==> src/rtl/rgb565_ahb_writer.sv <==
// Packs RGB565 pixel pairs into 32-bit words and writes them to the frame buffer as an AHB-Lite master.
// A word reaches the FIFO on the edge of its second pixel; the FIFO absorbs bus stalls and drops words when full.

module sync_fifo #(
   parameter int WIDTH = 32,
   parameter int DEPTH = 16
) (
   input  logic             clk,
   input  logic             rst_n,
   input  logic             push,
   input  logic [WIDTH-1:0] push_dat,
   input  logic             pop,
   output logic [WIDTH-1:0] head,
   output logic             full,
   output logic             empty
);
   localparam int AW = $clog2(DEPTH);

   logic [WIDTH-1:0] mem [DEPTH];
   logic [AW:0]      wr_ptr;
   logic [AW:0]      rd_ptr;
   logic             do_push;
   logic             do_pop;

   assign empty   = (wr_ptr == rd_ptr);
   assign full    = (wr_ptr[AW] != rd_ptr[AW]) && (wr_ptr[AW-1:0] == rd_ptr[AW-1:0]);
   assign do_pop  = pop && !empty;
   // a full FIFO still takes a push when the head leaves on the same edge
   assign do_push = push && (!full || do_pop);
   assign head    = mem[rd_ptr[AW-1:0]];

   always_ff @(posedge clk or negedge rst_n) begin
      if (!rst_n) begin
         wr_ptr <= '0;
         rd_ptr <= '0;
      end else begin
         if (do_push) wr_ptr <= wr_ptr + 1'b1;
         if (do_pop)  rd_ptr <= rd_ptr + 1'b1;
      end
   end

   always_ff @(posedge clk) begin
      if (do_push) mem[wr_ptr[AW-1:0]] <= push_dat;
   end
endmodule

module rgb565_ahb_writer #(
   parameter logic [31:0] BASE_ADDR  = 32'h2000_0000,
   parameter int          FIFO_DEPTH = 16
) (
   input  logic        clk,
   input  logic        rst_n,
   input  logic [15:0] pix_in,
   input  logic        pix_en,
   input  logic        frame_end,
   output logic [31:0] HADDR,
   output logic [1:0]  HTRANS,
   output logic        HWRITE,
   output logic [2:0]  HSIZE,
   output logic [2:0]  HBURST,
   output logic [31:0] HWDATA,
   input  logic        HREADY,
   input  logic        HRESP,
   output logic        busy,
   output logic        overflow,
   output logic        bus_err,
   output logic        frame_done
);
   localparam logic [1:0] TR_IDLE   = 2'b00;
   localparam logic [1:0] TR_NONSEQ = 2'b10;

   typedef enum logic [1:0] {ST_IDLE, ST_ADDR, ST_DATA} state_t;

   state_t      state;
   state_t      state_nxt;
   logic        half;
   logic [15:0] pend;
   logic        push;
   logic [31:0] push_dat;
   logic        pop;
   logic        load_wdata;
   logic        fifo_full;
   logic        fifo_empty;
   logic [31:0] fifo_head;
   logic [31:0] wr_addr;
   logic        flush_req;
   logic        done_cond;

   // An odd pixel is flushed on frame_end, whether pending or arriving that cycle
   always_comb begin
      push     = 1'b0;
      push_dat = {16'h0000, pend};
      if (pix_en && half) begin
         push     = 1'b1;
         push_dat = {pix_in, pend};
      end else if (frame_end && pix_en) begin
         push     = 1'b1;
         push_dat = {16'h0000, pix_in};
      end else if (frame_end && half) begin
         push     = 1'b1;
      end
   end

   always_ff @(posedge clk or negedge rst_n) begin
      if (!rst_n) begin
         half <= 1'b0;
         pend <= 16'h0000;
      end else begin
         if (pix_en && !half) pend <= pix_in;
         if (frame_end)       half <= 1'b0;
         else if (pix_en)     half <= !half;
      end
   end

   sync_fifo #(
      .WIDTH (32),
      .DEPTH (FIFO_DEPTH)
   ) u_fifo (
      .clk      (clk),
      .rst_n    (rst_n),
      .push     (push),
      .push_dat (push_dat),
      .pop      (pop),
      .head     (fifo_head),
      .full     (fifo_full),
      .empty    (fifo_empty)
   );

   always_ff @(posedge clk or negedge rst_n) begin
      if (!rst_n) state <= ST_IDLE;
      else        state <= state_nxt;
   end

   always_comb begin
      state_nxt = state;
      case (state)
         ST_IDLE: if (!fifo_empty) state_nxt = ST_ADDR;
         ST_ADDR: if (HREADY)      state_nxt = ST_DATA;
         ST_DATA: if (HREADY)      state_nxt = ST_IDLE;
         default:                  state_nxt = ST_IDLE;
      endcase
   end

   always_comb begin
      HTRANS     = (state == ST_ADDR) ? TR_NONSEQ : TR_IDLE;
      load_wdata = (state == ST_ADDR) && HREADY;
      pop        = (state == ST_DATA) && HREADY;
   end

   assign done_cond = flush_req && fifo_empty && (state == ST_IDLE);

   always_ff @(posedge clk or negedge rst_n) begin
      if (!rst_n) begin
         HWDATA     <= 32'h0000_0000;
         wr_addr    <= BASE_ADDR;
         flush_req  <= 1'b0;
         frame_done <= 1'b0;
         overflow   <= 1'b0;
         bus_err    <= 1'b0;
      end else begin
         frame_done <= done_cond;
         if (load_wdata) HWDATA <= fifo_head;
         if (done_cond)  wr_addr <= BASE_ADDR;
         else if (pop)   wr_addr <= wr_addr + 32'd4;
         if (frame_end)      flush_req <= 1'b1;
         else if (done_cond) flush_req <= 1'b0;
         if (push && fifo_full && !pop)      overflow <= 1'b1;
         if ((state == ST_DATA) && HRESP)    bus_err  <= 1'b1;
      end
   end

   assign HADDR  = wr_addr;
   assign HWRITE = 1'b1;
   assign HSIZE  = 3'b010;
   assign HBURST = 3'b000;
   assign busy   = !fifo_empty || (state != ST_IDLE);
endmodule
==> config.mk <==
export PLATFORM = sky130hd
export DESIGN_NAME = rgb565_ahb_writer
export DESIGN_NICKNAME = d
export VERILOG_FILES = /design/src/rtl/rgb565_ahb_writer.sv
export SDC_FILE = /design/constraint.sdc
export NUM_CORES = 1
export LEC_CHECK = 0
export BUFFER_PORTS_ARGS = -buffer_cell sky130_fd_sc_hd__buf_4
export CELL_PAD_IN_SITES_DETAIL_PLACEMENT = 1
export CELL_PAD_IN_SITES_GLOBAL_PLACEMENT = 1
export CORE_MARGIN = 8
export CORE_UTILIZATION = 45
export DETAILED_ROUTE_END_ITERATION = 10
export PLACE_DENSITY_LB_ADDON = 0.1
export SLEW_MARGIN = 20
export SYNTH_ARGS = -nofsm -noshare
export SYNTH_HDL_FRONTEND = slang
export SYNTH_SLANG_ARGS = --single-unit
==> constraint.sdc <==
create_clock -name clk -period 6.1 [get_ports clk]
set_input_delay 0.61 -clock clk [delete_from_list [all_inputs] [get_ports clk]]
set_output_delay 0.61 -clock clk [all_outputs]
set_load 0.1 [all_outputs]
==> metrics.txt, run 1 <==
# TYPE chip_impl_metric gauge
chip_impl_metric{name="count_of_flip_flops_with_a_built_in_enable_after_synthesis",unit=""} 512
chip_impl_metric{name="power_leakage",unit="nW"} 9.26
chip_impl_metric{name="crit_path_max_incr_delay",unit="ns"} 1.06
chip_impl_metric{name="fin_tns_setup",unit="ns"} 0
chip_impl_info{name="regToRegStartpoint",value="u_fifo.rd_ptr[0]$_DFFE_PN0P_"} 1
chip_impl_metric{name="pin_count",unit=""} 99
chip_impl_metric{name="synth_area_in_simple_gates",unit=""} 0.0428
chip_impl_info{name="post-synth-top-area-cell",value="sky130_fd_sc_hd__edfxtp_1"} 1
chip_impl_metric{name="floorplan.initialDensity",unit=""} 0.454
chip_impl_metric{name="grt_max_degree",unit=""} 85
chip_impl_metric{name="grt_overflow",unit=""} 0
chip_impl_info{name="worst_r2r_endpoint",value="u_fifo.mem[5][29]$_DFFE_PP_"} 1
chip_impl_metric{name="hold_buffers",unit=""} 0
chip_impl_metric{name="post-place-ws",unit="ns"} 2.82
chip_impl_metric{name="chip_width",unit="µm"} 246
chip_impl_metric{name="finalHoldViolCount",unit=""} 0
chip_impl_metric{name="syn2layout_area_growth",unit="%"} 13.9
chip_impl_metric{name="final_nets",unit=""} 1402
chip_impl_metric{name="syn-cell-area",unit="mm²"} 0.0238
chip_impl_metric{name="drt_iter0_drc",unit=""} 801
chip_impl_metric{name="port-buffer-count",unit=""} 88
chip_impl_metric{name="final_cell_area",unit="mm²"} 0.0271
chip_impl_metric{name="yosys.area.top_type_share",unit=""} 0.646
chip_impl_metric{name="synth-async-reset-ratio",unit=""} 0.157
chip_impl_metric{name="worstRegToRegCells",unit=""} 4
chip_impl_metric{name="timing.max_cap.violations",unit=""} 0
chip_impl_metric{name="slack_of_the_worst_reg_to_reg_path",unit="ns"} 2.86
chip_impl_metric{name="fp.dieArea",unit="mm²"} 0.0605
chip_impl_metric{name="cts_resized",unit=""} 0
chip_impl_metric{name="clk_pin_slew_worst_paths",unit="ns"} 0.06
chip_impl_metric{name="drc",unit=""} 0
chip_impl_info{name="run_status",value="completed"} 1
chip_impl_metric{name="gate_count_of_the_mapped_netlist",unit=""} 1288
chip_impl_metric{name="setup_viol",unit=""} 0
chip_impl_metric{name="max_clock_freq",unit="MHz"} 309
chip_impl_info{name="postSynth.topFlopCell",value="sky130_fd_sc_hd__edfxtp_1"} 1
chip_impl_metric{name="yosys_warnings",unit=""} 0
chip_impl_metric{name="crit_required",unit="ns"} 6.33
chip_impl_metric{name="timing.slew.headroom",unit=""} 0.235
chip_impl_info{name="ctsRootBufferMaster",value="sky130_fd_sc_hd__clkbuf_16"} 1
chip_impl_metric{name="cts_max_level",unit=""} 2
chip_impl_info{name="cp_cell_sequence",value="xnor2_1 > nand4_1 > o21a_1 > and4b_2"} 1
chip_impl_metric{name="final_min_period_over_clock_period",unit=""} 0.531
chip_impl_info{name="crit_path_start",value="u_fifo.rd_ptr[0]$_DFFE_PN0P_"} 1
chip_impl_metric{name="worstMarginPinSlew",unit="ns"} 1.15
chip_impl_metric{name="grt.total_usage",unit=""} 0.184
chip_impl_metric{name="synth-seq-area-share",unit=""} 0.746
chip_impl_metric{name="gpl_congestion",unit=""} 0.731
chip_impl_metric{name="timing.hold.ws",unit="ns"} 0.0359
chip_impl_info{name="post_synth_most_frequent_cells",value="sky130_fd_sc_hd__edfxtp_1 (512), sky130_fd_sc_hd__mux4_2 (95), sky130_fd_sc_hd__dfrtp_1 (94)"} 1
chip_impl_metric{name="first_pass_grt_wire_length",unit="mm"} 83.2
chip_impl_metric{name="crit_fanout",unit=""} 34
chip_impl_info{name="timing.hold.worst.class",value="in -> async"} 1
chip_impl_metric{name="fraction_of_final_layout_cells_with_drive_strength_greater_than_1",unit=""} 0.241
chip_impl_metric{name="cts_buffers",unit=""} 61
chip_impl_metric{name="synth_fa_ha_area_frac",unit=""} 0.00357
chip_impl_info{name="cpMaxStageDelayCell",value="sky130_fd_sc_hd__and4b_2"} 1
chip_impl_metric{name="finalCriticalPeriod",unit="ns"} 3.24
chip_impl_metric{name="antenna_left",unit=""} 0
chip_impl_metric{name="cp.arrival",unit="ns"} 3.47
chip_impl_metric{name="core_area",unit="mm²"} 0.0524
chip_impl_metric{name="timing.final.max_slew_violations",unit=""} 0
chip_impl_metric{name="synth_xor_area_frac",unit=""} 0.00810
chip_impl_info{name="unrepaired_setup_endpoints_after_global_routing",value="no"} 1
chip_impl_info{name="setup.worst_path.end_class",value="register"} 1
chip_impl_metric{name="grt_antenna_before_repair",unit=""} 4
chip_impl_info{name="worst_setup_path_endpoint",value="u_fifo.mem[5][29]$_DFFE_PP_"} 1
chip_impl_metric{name="clock_sink_count",unit=""} 607
chip_impl_info{name="worst_setup_path_start_kind",value="register"} 1
chip_impl_info{name="tritoncts",value="built"} 1
chip_impl_metric{name="finish.cell_count_without_fillers",unit=""} 2113
chip_impl_info{name="synthMostInstantiatedCell",value="sky130_fd_sc_hd__edfxtp_1"} 1
chip_impl_metric{name="synth.lib_cells_used.distinct",unit=""} 49
chip_impl_metric{name="total_power",unit="mW"} 12.7
chip_impl_metric{name="postLayoutSetupSlackWorst",unit="ns"} 2.86
chip_impl_metric{name="routed_wire_length_per_instance",unit="µm"} 26.3
chip_impl_metric{name="finalClockSkew",unit="ns"} 0.0200
chip_impl_metric{name="floorplan.die.height",unit="µm"} 246
chip_impl_metric{name="layout.core_utilization",unit=""} 0.517
chip_impl_metric{name="cts-root-to-sink-buffers",unit=""} 3
chip_impl_metric{name="synth-compound-area-share",unit=""} 0.0469
chip_impl_metric{name="p_per_area",unit="mW/mm²"} 469
chip_impl_metric{name="detailed_place.area",unit="mm²"} 0.0251
chip_impl_metric{name="num_vias",unit=""} 12158
chip_impl_metric{name="dp_hpwl",unit="mm"} 31.7
chip_impl_metric{name="avg_synthesized_cell_area",unit="µm²"} 18.5
chip_impl_info{name="timing_worst_setup_path_type",value="reg -> reg"} 1
chip_impl_metric{name="muxShareOfSynthArea",unit=""} 0.134
chip_impl_metric{name="first_global_vias",unit=""} 12855
chip_impl_metric{name="ir_drop",unit="mV"} 0.484
chip_impl_metric{name="clkLatencyLatePin",unit="ns"} 0.63
chip_impl_metric{name="via_density_per_instance",unit=""} 5.75
chip_impl_metric{name="drt_pass1_iterations",unit=""} 5
chip_impl_metric{name="rows",unit=""} 84
chip_impl_metric{name="synth_seq_cells",unit=""} 607
chip_impl_metric{name="routed_wl",unit="mm"} 55.5
chip_impl_info{name="synth_area_leaders",value="sky130_fd_sc_hd__edfxtp_1 (65%), sky130_fd_sc_hd__dfrtp_1 (9.9%), sky130_fd_sc_hd__mux4_2 (9.0%)"} 1
chip_impl_info{name="combinational_family_with_the_most_area_after_synthesis",value="multiplexers"} 1
chip_impl_metric{name="postCtsSetupBuffers",unit=""} 0
chip_impl_metric{name="placed_cells",unit=""} 1999
==> how the worst min path moves through the flow <==
stage | endpoint | cells after the start | slack [ns]
after floorplan | HADDR[10]$_DFFE_PN0P_ | 0 | 0.31
after global placement | bus_err$_DFFE_PN0P_ | 1 | 0.47
after detailed placement | flush_req$_DFFE_PN0P_ | 1 | 0.47
after CTS | HADDR[15]$_DFFE_PN0P_ | 1 | 0.04
after global routing | HADDR[15]$_DFFE_PN0P_ | 1 | 0.07
final | HADDR[15]$_DFFE_PN0P_ | 1 | 0.04
==> critical path: cells and delay by family, from the launching register on <==
kind | cells | cell delay (ns)
DFF | 1 | 0.82
AOI/OAI and AO/OA | 1 | 0.50
xor gates and xnor gates | 1 | 0.18
and+or+nand+nor | 2 | 1.34
==> layer usage <==
layer / track usage / wire length [µm] / vias to the layer above
met3: 0.0367 / 2620 / 75
met2: 0.300 / 27000 / 221
met5: 0 / 0 / -
met1: 0.253 / 24800 / 6479
met4: 0.0443 / 1090 / 0
li1: - / - / 5383
==> layout by cell type (no fill, tap or decap), drive strengths merged, types with 11 or more instances in the layout <==
master | Yosys | final
dfrtp | 94 | 94
clkbuf | 43 | 90
xnor2 | 13 | 13
mux4 | 95 | 95
nor2 | 49 | 49
clkinv | 0 | 16
nand3 | 15 | 15
mux2i | 67 | 67
a22oi | 31 | 31
nand4 | 14 | 14
buf | 42 | 100
a31oi | 31 | 31
edfxtp | 512 | 512
a21oi | 56 | 56
o22ai | 31 | 31
o21ai | 11 | 11
mux2 | 34 | 34
and3 | 29 | 29
nand2 | 22 | 22
==> final cells by class <==
| type | instances | area [µm²] |
|---|---|---|
| inverter | 6 | 22.5 |
| timing repair buffer | 100 | 763 |
| tap | 688 | 861 |
| clock inverter | 23 | 239 |
| multi-input combinational | 598 | 5740 |
| fill | 4741 | 25300 |
| clock buffer | 90 | 1730 |
| antenna | 1 | 2.50 |
| sequential | 607 | 17800 |
==> flip-flops by register name, indices dropped and copies added (netlist names) <==
| name | count |
|---|---|
| u_fifo.mem | 512 |
| HWDATA | 32 |
| HADDR | 30 |
| pend | 16 |
| u_fifo.rd_ptr | 5 |
| u_fifo.wr_ptr | 5 |
| state | 2 |
| bus_err | 1 |
| flush_req | 1 |
| frame_done | 1 |
| half | 1 |
| overflow | 1 |
==> logic make-up (layout without fill, tap and decap cells) <==
group | Yosys count | count (layout)
multiplexers | 196 | 196
adder cells (fa/ha/maj) | 7 | 7
XOR/XNOR | 22 | 22
other | 2 | 11
AO/OA/AOI/OAI | 181 | 181
flip-flops | 607 | 607
buffers and inverters | 91 | 219
AND/OR/NAND/NOR | 182 | 182
==> report_power, final <==
| part | internal (mW) | total (mW) | switching [mW] |
|---|---|---|---|
| Clock | 2.12 | 3.68 | 1.55 |
| Sequential | 5.01 | 5.37 | 0.362 |
| Combinational | 1.26 | 3.68 | 2.42 |
| Total | 8.39 | 12.7 | 4.33 |
Note: power is estimated with default switching activity, not from simulation.
==> run 2, diff against run 1 <==
- ABC_AREA: default -> 1
- clock period: 6.1 -> 3.25 ns (I/O delays scaled with it)
==> metrics.txt, run 2 <==
# TYPE chip_impl_metric gauge
chip_impl_info{name="run_status",value="completed"} 1
chip_impl_metric{name="setup_viol",unit=""} 0
chip_impl_metric{name="drc",unit=""} 0
chip_impl_metric{name="fp.dieArea",unit="mm²"} 0.0652
chip_impl_metric{name="timing.hold.ws",unit="ns"} 0.0381
chip_impl_metric{name="power_leakage",unit="nW"} 11.9
chip_impl_metric{name="synth_seq_cells",unit=""} 607
chip_impl_metric{name="max_clock_freq",unit="MHz"} 397
chip_impl_metric{name="pin_count",unit=""} 99
chip_impl_metric{name="grt_antenna_before_repair",unit=""} 2
chip_impl_metric{name="largest_register_ffs",unit=""} 512
chip_impl_metric{name="rows",unit=""} 87
chip_impl_info{name="postSynth.topFlopCell",value="sky130_fd_sc_hd__edfxtp_1"} 1
chip_impl_metric{name="crit_fanout",unit=""} 28
chip_impl_metric{name="gate_count_of_the_mapped_netlist",unit=""} 2444
chip_impl_info{name="cpMaxStageDelayCell",value="sky130_fd_sc_hd__dfrtp_4"} 1
chip_impl_metric{name="first_global_vias",unit=""} 19077
chip_impl_info{name="post_synth_most_frequent_cells",value="sky130_fd_sc_hd__nand2_1 (773), sky130_fd_sc_hd__edfxtp_1 (512), sky130_fd_sc_hd__nor2_1 (253)"} 1
chip_impl_metric{name="grt_max_degree",unit=""} 144
chip_impl_metric{name="timing.final.max_slew_violations",unit=""} 0
chip_impl_metric{name="first_pass_grt_wire_length",unit="mm"} 114
chip_impl_metric{name="num_vias",unit=""} 17936
chip_impl_info{name="mostFrequentLayoutCell",value="sky130_fd_sc_hd__nand2_1"} 1
chip_impl_metric{name="drt_pass1_iterations",unit=""} 7
chip_impl_metric{name="ir_drop",unit="mV"} 0.711
chip_impl_info{name="timing_worst_setup_path_type",value="reg -> out"} 1
chip_impl_metric{name="clkLatencyLatePin",unit="ns"} 0.61
chip_impl_metric{name="grt.total_usage",unit=""} 0.231
chip_impl_metric{name="fill_count",unit=""} 6082
chip_impl_metric{name="clock_sink_count",unit=""} 607
chip_impl_metric{name="crit_path_max_incr_delay",unit="ns"} 0.65
chip_impl_info{name="layout.cells.most_common_list",value="sky130_fd_sc_hd__nand2_1 (771), sky130_fd_sc_hd__edfxtp_1 (512), sky130_fd_sc_hd__nor2_1 (246), sky130_fd_sc_hd__nand3_1 (244), sky130_fd_sc_hd__inv_1 (160)"} 1
chip_impl_info{name="tritoncts",value="built"} 1
chip_impl_info{name="crit_path_start",value="u_fifo.rd_ptr[1]$_DFFE_PN0P_"} 1
chip_impl_metric{name="core_area",unit="mm²"} 0.0565
chip_impl_metric{name="syn2layout_area_growth",unit="%"} 15.5
chip_impl_metric{name="count_of_flip_flops_with_a_built_in_enable_after_synthesis",unit=""} 512
chip_impl_metric{name="finalHoldViolCount",unit=""} 0
chip_impl_metric{name="floorplan.initialDensity",unit=""} 0.456
chip_impl_metric{name="insertedDiodeCount",unit=""} 0
chip_impl_metric{name="dp_hpwl",unit="mm"} 42.5
chip_impl_metric{name="floorplan.die.height",unit="µm"} 255
chip_impl_metric{name="chip_width",unit="µm"} 255
chip_impl_metric{name="drt_iter0_drc",unit=""} 1350
chip_impl_metric{name="syn-cell-area",unit="mm²"} 0.0258
chip_impl_metric{name="routed_wl",unit="mm"} 75.1
chip_impl_metric{name="cp.arrival",unit="ns"} 2.19
chip_impl_info{name="worst_path_dominant_cell_family",value="flip-flops"} 1
chip_impl_metric{name="routed_wire_length_per_instance",unit="µm"} 22.3
chip_impl_metric{name="p_per_area",unit="mW/mm²"} 874
chip_impl_info{name="setup.worst_path.end_class",value="output pin"} 1
chip_impl_metric{name="ff_latch_area",unit="mm²"} 0.0178
chip_impl_metric{name="crit_required",unit="ns"} 2.92
chip_impl_metric{name="via_density_per_instance",unit=""} 5.33
chip_impl_metric{name="port-buffer-count",unit=""} 88
chip_impl_metric{name="path_buf_inv",unit=""} 2
chip_impl_metric{name="avg_synthesized_cell_area",unit="µm²"} 10.5
chip_impl_metric{name="cts_max_level",unit=""} 3
chip_impl_metric{name="synth-seq-area-share",unit=""} 0.689
chip_impl_info{name="path_common_cell",value="sky130_fd_sc_hd__nand2_1"} 1
chip_impl_metric{name="grt_overflow",unit=""} 0
chip_impl_metric{name="detailed_place.area",unit="mm²"} 0.0275
chip_impl_info{name="regToRegStartpoint",value="u_fifo.rd_ptr[1]$_DFFE_PN0P_"} 1
chip_impl_info{name="synth_area_leaders",value="sky130_fd_sc_hd__edfxtp_1 (60%), sky130_fd_sc_hd__nand2_1 (11%), sky130_fd_sc_hd__dfrtp_1 (9.1%)"} 1
chip_impl_metric{name="final_min_period_over_clock_period",unit=""} 0.774
chip_impl_metric{name="timing.slew.headroom",unit=""} 0.256
chip_impl_info{name="worst_setup_path_start_kind",value="register"} 1
chip_impl_info{name="cp_cell_sequence",value="inv_4 > nand2_1 > nand2_1 > nand2_1 > nor2_4 > nand3_1 > buf_4"} 1
chip_impl_info{name="hold_path_startpoint",value="pix_in[10]"} 1
chip_impl_metric{name="synth-async-reset-ratio",unit=""} 0.157
chip_impl_metric{name="cts_buffers",unit=""} 69
chip_impl_info{name="unrepaired_setup_endpoints_after_global_routing",value="no"} 1
chip_impl_metric{name="fraction_of_final_layout_cells_with_drive_strength_greater_than_1",unit=""} 0.121
chip_impl_metric{name="cts-root-to-sink-buffers",unit=""} 3
chip_impl_metric{name="timing.max_cap.violations",unit=""} 0
chip_impl_info{name="timing.hold.worst.class",value="in -> reg"} 1
chip_impl_metric{name="final_cell_area",unit="mm²"} 0.0298
chip_impl_metric{name="clk_pin_slew_worst_paths",unit="ns"} 0.06
chip_impl_metric{name="yosys.area.top_type_share",unit=""} 0.597
chip_impl_metric{name="final_nets",unit=""} 2578
chip_impl_metric{name="yosys_warnings",unit=""} 0
chip_impl_info{name="post-synth-top-area-cell",value="sky130_fd_sc_hd__edfxtp_1"} 1
chip_impl_metric{name="gpl_congestion",unit=""} 0.809
chip_impl_metric{name="synth.lib_cells_used.distinct",unit=""} 32
chip_impl_info{name="ctsRootBufferMaster",value="sky130_fd_sc_hd__clkbuf_16"} 1
chip_impl_metric{name="worstMarginPinSlew",unit="ns"} 1.11
chip_impl_info{name="synthMostInstantiatedCell",value="sky130_fd_sc_hd__nand2_1"} 1
chip_impl_metric{name="antenna_left",unit=""} 0
chip_impl_metric{name="finalCriticalPeriod",unit="ns"} 2.52
chip_impl_metric{name="finalClockSkew",unit="ns"} 0.0210
chip_impl_metric{name="multi_input_area",unit="mm²"} 0.00679
chip_impl_metric{name="postCtsSetupBuffers",unit=""} 0
-- run 2: cell types whose count changed after synthesis, moves of 67 or more --
cell,change
sky130_fd_sc_hd__mux2i_1,-67
sky130_fd_sc_hd__o21ai_0,+90
sky130_fd_sc_hd__inv_1,+156
sky130_fd_sc_hd__nand2_1,+751
sky130_fd_sc_hd__mux4_2,-95
sky130_fd_sc_hd__nor2_1,+204
sky130_fd_sc_hd__nand3_1,+229
-- run 2: report_power, final --
group / internal [mW] / total (mW) / switching (mW)
Combinational: 2.11 / 8.70 / 6.59
Sequential: 9.31 / 9.81 / 0.496
Clock: 4.39 / 7.51 / 3.11
Total: 15.8 / 26.0 / 10.2
-- run 2: area by class of cell --
type	count	area share
clock buffers	102	0.0640
flip-flops and latches	607	0.597
well taps	756	0.0318
clock inverters	25	0.00807
repair buffers	160	0.0496
inverters	166	0.0212
multi-input cells	1546	0.228
-- run 2: cell families (layout without fill, tap and decap cells) --
logic type      Yosys count  count (layout)  share of synthesized area
compound gates          170             170                     0.0335
simple gates           1337            1337                      0.213
fa+ha+maj                 6               6                    0.00291
buf+inv                 299             453                     0.0529
flops                   607             607                      0.689
other cells               2              10                   0.000292
xor+xnor                 23              23                    0.00782
-- run 2: worst reg2reg max path: cells and delay by family (launching register included) --
kind	cells	cell delay, ns
buffers and inverters	3	0.70
flip-flops	1	0.68
AND/OR/NAND/NOR	7	0.63
-- run 2: path summary, 6_finish.rpt --
check | to | slack, ns | cells after the start
max reg2reg | u_fifo.mem[7][8]$_DFFE_PP_ | 0.86 | 10
min in group asynchronous | HWDATA[9]$_DFFE_PN0P_ | 0.31 | 2
min | pend[10]$_DFFE_PN0P_ | 0.04 | 3
max in group asynchronous | HADDR[29]$_DFFE_PN1P_ | 2.16 | 3
max | busy | 0.73 | 7
min reg2reg | pend[6]$_DFFE_PN0P_ | 0.49 | 2
-- run 2: through the flow --
step	total power [mW]	std cells	util	TNS [ns]	setup slack, ns
CTS	26.3	3362	0.526	0	0.694
global placement	18.5	3230	0.487	0	0.888
global route	27.3	3362	0.527	0	0.599
detailed placement	18.7	3230	0.488	0	0.861
finish	26.0	3362	0.527	0	0.733
floorplan	16.1	2452	-	-251.69	-0.606
-- run 2: layer usage --
metal,GRT usage,up-vias,routed length [µm]
li1,-,8332,-
met1,0.299,9074,32400
met2,0.393,406,37200
met3,0.0390,122,3440
met4,0.0799,2,2050
met5,0,-,11
-- run 2: what timing repair did --
item,4_1_cts,5_1_grt
resized for setup,0,0
setup endpoints to repair,0,0
hold buffers,5,0
hold endpoints to repair,43,0
==> run 3, diff against run 2 <==
- ABC_AREA: 1 -> 0
- clock period: 3.25 -> 2.6 ns (I/O delays scaled with it)
==> metrics.txt, run 3 (synthesis results as in run 1) <==
# TYPE chip_impl_metric gauge
chip_impl_metric{name="share_comb_of_total_power",unit=""} 0.311
chip_impl_metric{name="path_buf_inv",unit=""} 1
chip_impl_metric{name="finish.cell_count_without_fillers",unit=""} 2184
chip_impl_metric{name="fin_tns_setup",unit="ns"} 0
chip_impl_info{name="cpMaxStageDelayCell",value="sky130_fd_sc_hd__dfrtp_4"} 1
chip_impl_metric{name="share_seq_of_total_power",unit=""} 0.397
chip_impl_metric{name="multi_input_area",unit="mm²"} 0.00575
chip_impl_metric{name="max_clock_freq",unit="MHz"} 408
chip_impl_info{name="worst_path_dominant_cell_family",value="flip-flops"} 1
chip_impl_metric{name="pin_count",unit=""} 99
chip_impl_metric{name="total_power",unit="mW"} 30.9
chip_impl_metric{name="clk_pin_slew_worst_paths",unit="ns"} 0.06
chip_impl_metric{name="crit_required",unit="ns"} 2.34
chip_impl_info{name="setup.worst_path.end_class",value="output pin"} 1
chip_impl_info{name="tritoncts",value="built"} 1
chip_impl_metric{name="routed_wire_length_per_instance",unit="µm"} 27.9
chip_impl_metric{name="fraction_of_final_layout_cells_with_drive_strength_greater_than_1",unit=""} 0.262
chip_impl_metric{name="first_pass_grt_wire_length",unit="mm"} 91.1
chip_impl_metric{name="cts_max_level",unit=""} 3
chip_impl_metric{name="ff_latch_area",unit="mm²"} 0.0178
chip_impl_metric{name="power.switching_fraction",unit=""} 0.342
chip_impl_metric{name="final_cell_area",unit="mm²"} 0.0280
chip_impl_metric{name="drc",unit=""} 0
chip_impl_metric{name="hold_path_depth",unit=""} 3
chip_impl_metric{name="number_of_cells_on_the_critical_path",unit=""} 4
chip_impl_metric{name="cts_buffers",unit=""} 67
chip_impl_metric{name="num_vias",unit=""} 12646
chip_impl_metric{name="final_min_period_over_clock_period",unit=""} 0.942
chip_impl_metric{name="timing.final.max_slew_violations",unit=""} 0
chip_impl_metric{name="finalClockSkew",unit="ns"} 0.0302
chip_impl_info{name="worst_setup_path_start_kind",value="register"} 1
chip_impl_metric{name="finalCriticalPeriod",unit="ns"} 2.45
chip_impl_metric{name="core_area",unit="mm²"} 0.0524
chip_impl_metric{name="drt_pass1_iterations",unit=""} 5
chip_impl_metric{name="grt_overflow",unit=""} 0
chip_impl_metric{name="share_clk_of_total_power",unit=""} 0.293
chip_impl_metric{name="floorplan.die.height",unit="µm"} 246
chip_impl_metric{name="fill_count",unit=""} 4708
chip_impl_metric{name="rows",unit=""} 84
chip_impl_metric{name="postCtsSetupBuffers",unit=""} 0
chip_impl_info{name="cp_cell_sequence",value="xnor2_1 > and4_1 > nand3_1 > buf_4"} 1
chip_impl_metric{name="power_leakage",unit="nW"} 9.69
chip_impl_metric{name="grt.total_usage",unit=""} 0.204
chip_impl_metric{name="cp.arrival",unit="ns"} 2.19
chip_impl_metric{name="gpl_congestion",unit=""} 0.749
chip_impl_metric{name="placed_cells",unit=""} 2043
chip_impl_metric{name="cts-root-to-sink-buffers",unit=""} 3
chip_impl_metric{name="clock_sink_count",unit=""} 607
chip_impl_info{name="run_status",value="completed"} 1
chip_impl_metric{name="worstRegToRegCells",unit=""} 5
chip_impl_metric{name="floorplan.initialDensity",unit=""} 0.454
chip_impl_metric{name="cts_resized",unit=""} 0
chip_impl_metric{name="routed_wl",unit="mm"} 61.0
chip_impl_metric{name="final_nets",unit=""} 1472
chip_impl_metric{name="dp_hpwl",unit="mm"} 36.2
chip_impl_metric{name="internal_power",unit="mW"} 20.3
chip_impl_metric{name="syn2layout_area_growth",unit="%"} 17.5
chip_impl_metric{name="crit_path_max_incr_delay",unit="ns"} 0.55
chip_impl_metric{name="drt_iter0_drc",unit=""} 966
chip_impl_metric{name="ir_drop",unit="mV"} 1.02
chip_impl_metric{name="p_per_area",unit="mW/mm²"} 1110
chip_impl_metric{name="timing.slew.headroom",unit=""} 0.516
chip_impl_metric{name="insertedDiodeCount",unit=""} 0
chip_impl_metric{name="grt_antenna_before_repair",unit=""} 2
chip_impl_info{name="unrepaired_setup_endpoints_after_global_routing",value="no"} 1
chip_impl_metric{name="antenna_left",unit=""} 0
chip_impl_info{name="timing_worst_setup_path_type",value="reg -> out"} 1
chip_impl_metric{name="worstMarginPinSlew",unit="ns"} 0.726
chip_impl_metric{name="fp.dieArea",unit="mm²"} 0.0605
chip_impl_metric{name="detailed_place.area",unit="mm²"} 0.0257
chip_impl_info{name="mostFrequentLayoutCell",value="sky130_fd_sc_hd__edfxtp_1"} 1
chip_impl_metric{name="port-buffer-count",unit=""} 88
chip_impl_metric{name="clkLatencyLatePin",unit="ns"} 0.59
chip_impl_metric{name="largest_register_ffs",unit=""} 512
chip_impl_metric{name="grt_max_degree",unit=""} 61
chip_impl_info{name="layout.cells.most_common_list",value="sky130_fd_sc_hd__edfxtp_1 (512), sky130_fd_sc_hd__buf_4 (128), sky130_fd_sc_hd__mux4_2 (95), sky130_fd_sc_hd__dfrtp_1 (92), sky130_fd_sc_hd__clkbuf_16 (69)"} 1
chip_impl_metric{name="via_density_per_instance",unit=""} 5.79
chip_impl_metric{name="finalHoldViolCount",unit=""} 0
chip_impl_metric{name="crit_fanout",unit=""} 6
chip_impl_metric{name="setup_viol",unit=""} 0
chip_impl_metric{name="timing.max_cap.violations",unit=""} 0
chip_impl_info{name="timing.hold.worst.class",value="in -> reg"} 1
chip_impl_metric{name="first_global_vias",unit=""} 13508
chip_impl_info{name="ctsRootBufferMaster",value="sky130_fd_sc_hd__clkbuf_16"} 1
chip_impl_metric{name="total_switching_power",unit="mW"} 10.6
chip_impl_metric{name="chip_width",unit="µm"} 246
-- run 3: final timing paths --
path	startpoint	end	slack (ns)
max	u_fifo.rd_ptr[0]$_DFFE_PN0P_	busy	0.15
min in group asynchronous	rst_n	HWDATA[17]$_DFFE_PN0P_	0.24
max reg2reg	u_fifo.rd_ptr[4]$_DFFE_PN0P_	u_fifo.mem[5][24]$_DFFE_PP_	0.23
min reg2reg	flush_req$_DFFE_PN0P_	flush_req$_DFFE_PN0P_	0.50
min	pix_en	half$_DFFE_PN0P_	0.1
max in group asynchronous	rst_n	u_fifo.rd_ptr[0]$_DFFE_PN0P_	1.57
-- run 3: repair_timing --
action	4_1_cts	5_1_grt
endpoints found under the setup margin	0	0
hold buffers	20	0
hold endpoints to repair	57	0
-- run 3: area by class of cell --
class                   instances  share of cell area
well taps                     688              0.0308
repair buffers                164              0.0530
multi-input cells             598               0.206
inverters                       6            0.000806
flip-flops and latches        607               0.635
clock inverters                25             0.00712
clock buffers                  96              0.0672
-- run 3: power by group through the flow --
stage | clock network (mW) | logic (mW) | registers (mW)
floorplan | 0 | 4.91 | 14.4
global placement | 0 | 9.62 | 12.4
detailed placement | 0 | 9.68 | 12.5
CTS | 9.28 | 9.74 | 12.3
global route | 9.62 | 10.2 | 12.4
finish | 9.05 | 9.60 | 12.3
-- run 3: worst min-delay path: stages --
cell,delay [ns]
sky130_fd_sc_hd__buf_4,0.19
sky130_fd_sc_hd__nand2b_1,0.13
sky130_fd_sc_hd__a21oi_1,0.06
-- run 3: stage by stage --
| stage | hold WS [ns] | util | setup slack, ns |
|---|---|---|---|
| 2_1_floorplan | -0.0356 | - | 0.0176 |
| 3_3_place_gp | 0.300 | 0.490 | 0.281 |
| 3_5_place_dp | 0.289 | 0.490 | 0.237 |
| 4_1_cts | 0.0493 | 0.533 | 0.0983 |
| 5_1_grt | 0.113 | 0.533 | 0.0250 |
| 6_report | 0.0963 | 0.533 | 0.150 |
-- run 3: routing by layer --
| layer | GRT usage | share of wire |
|---|---|---|
| met5 | 0 | 0 |
| met4 | 0.0641 | 0.024 |
| met3 | 0.0402 | 0.053 |
| met2 | 0.322 | 0.48 |
| met1 | 0.284 | 0.44 |
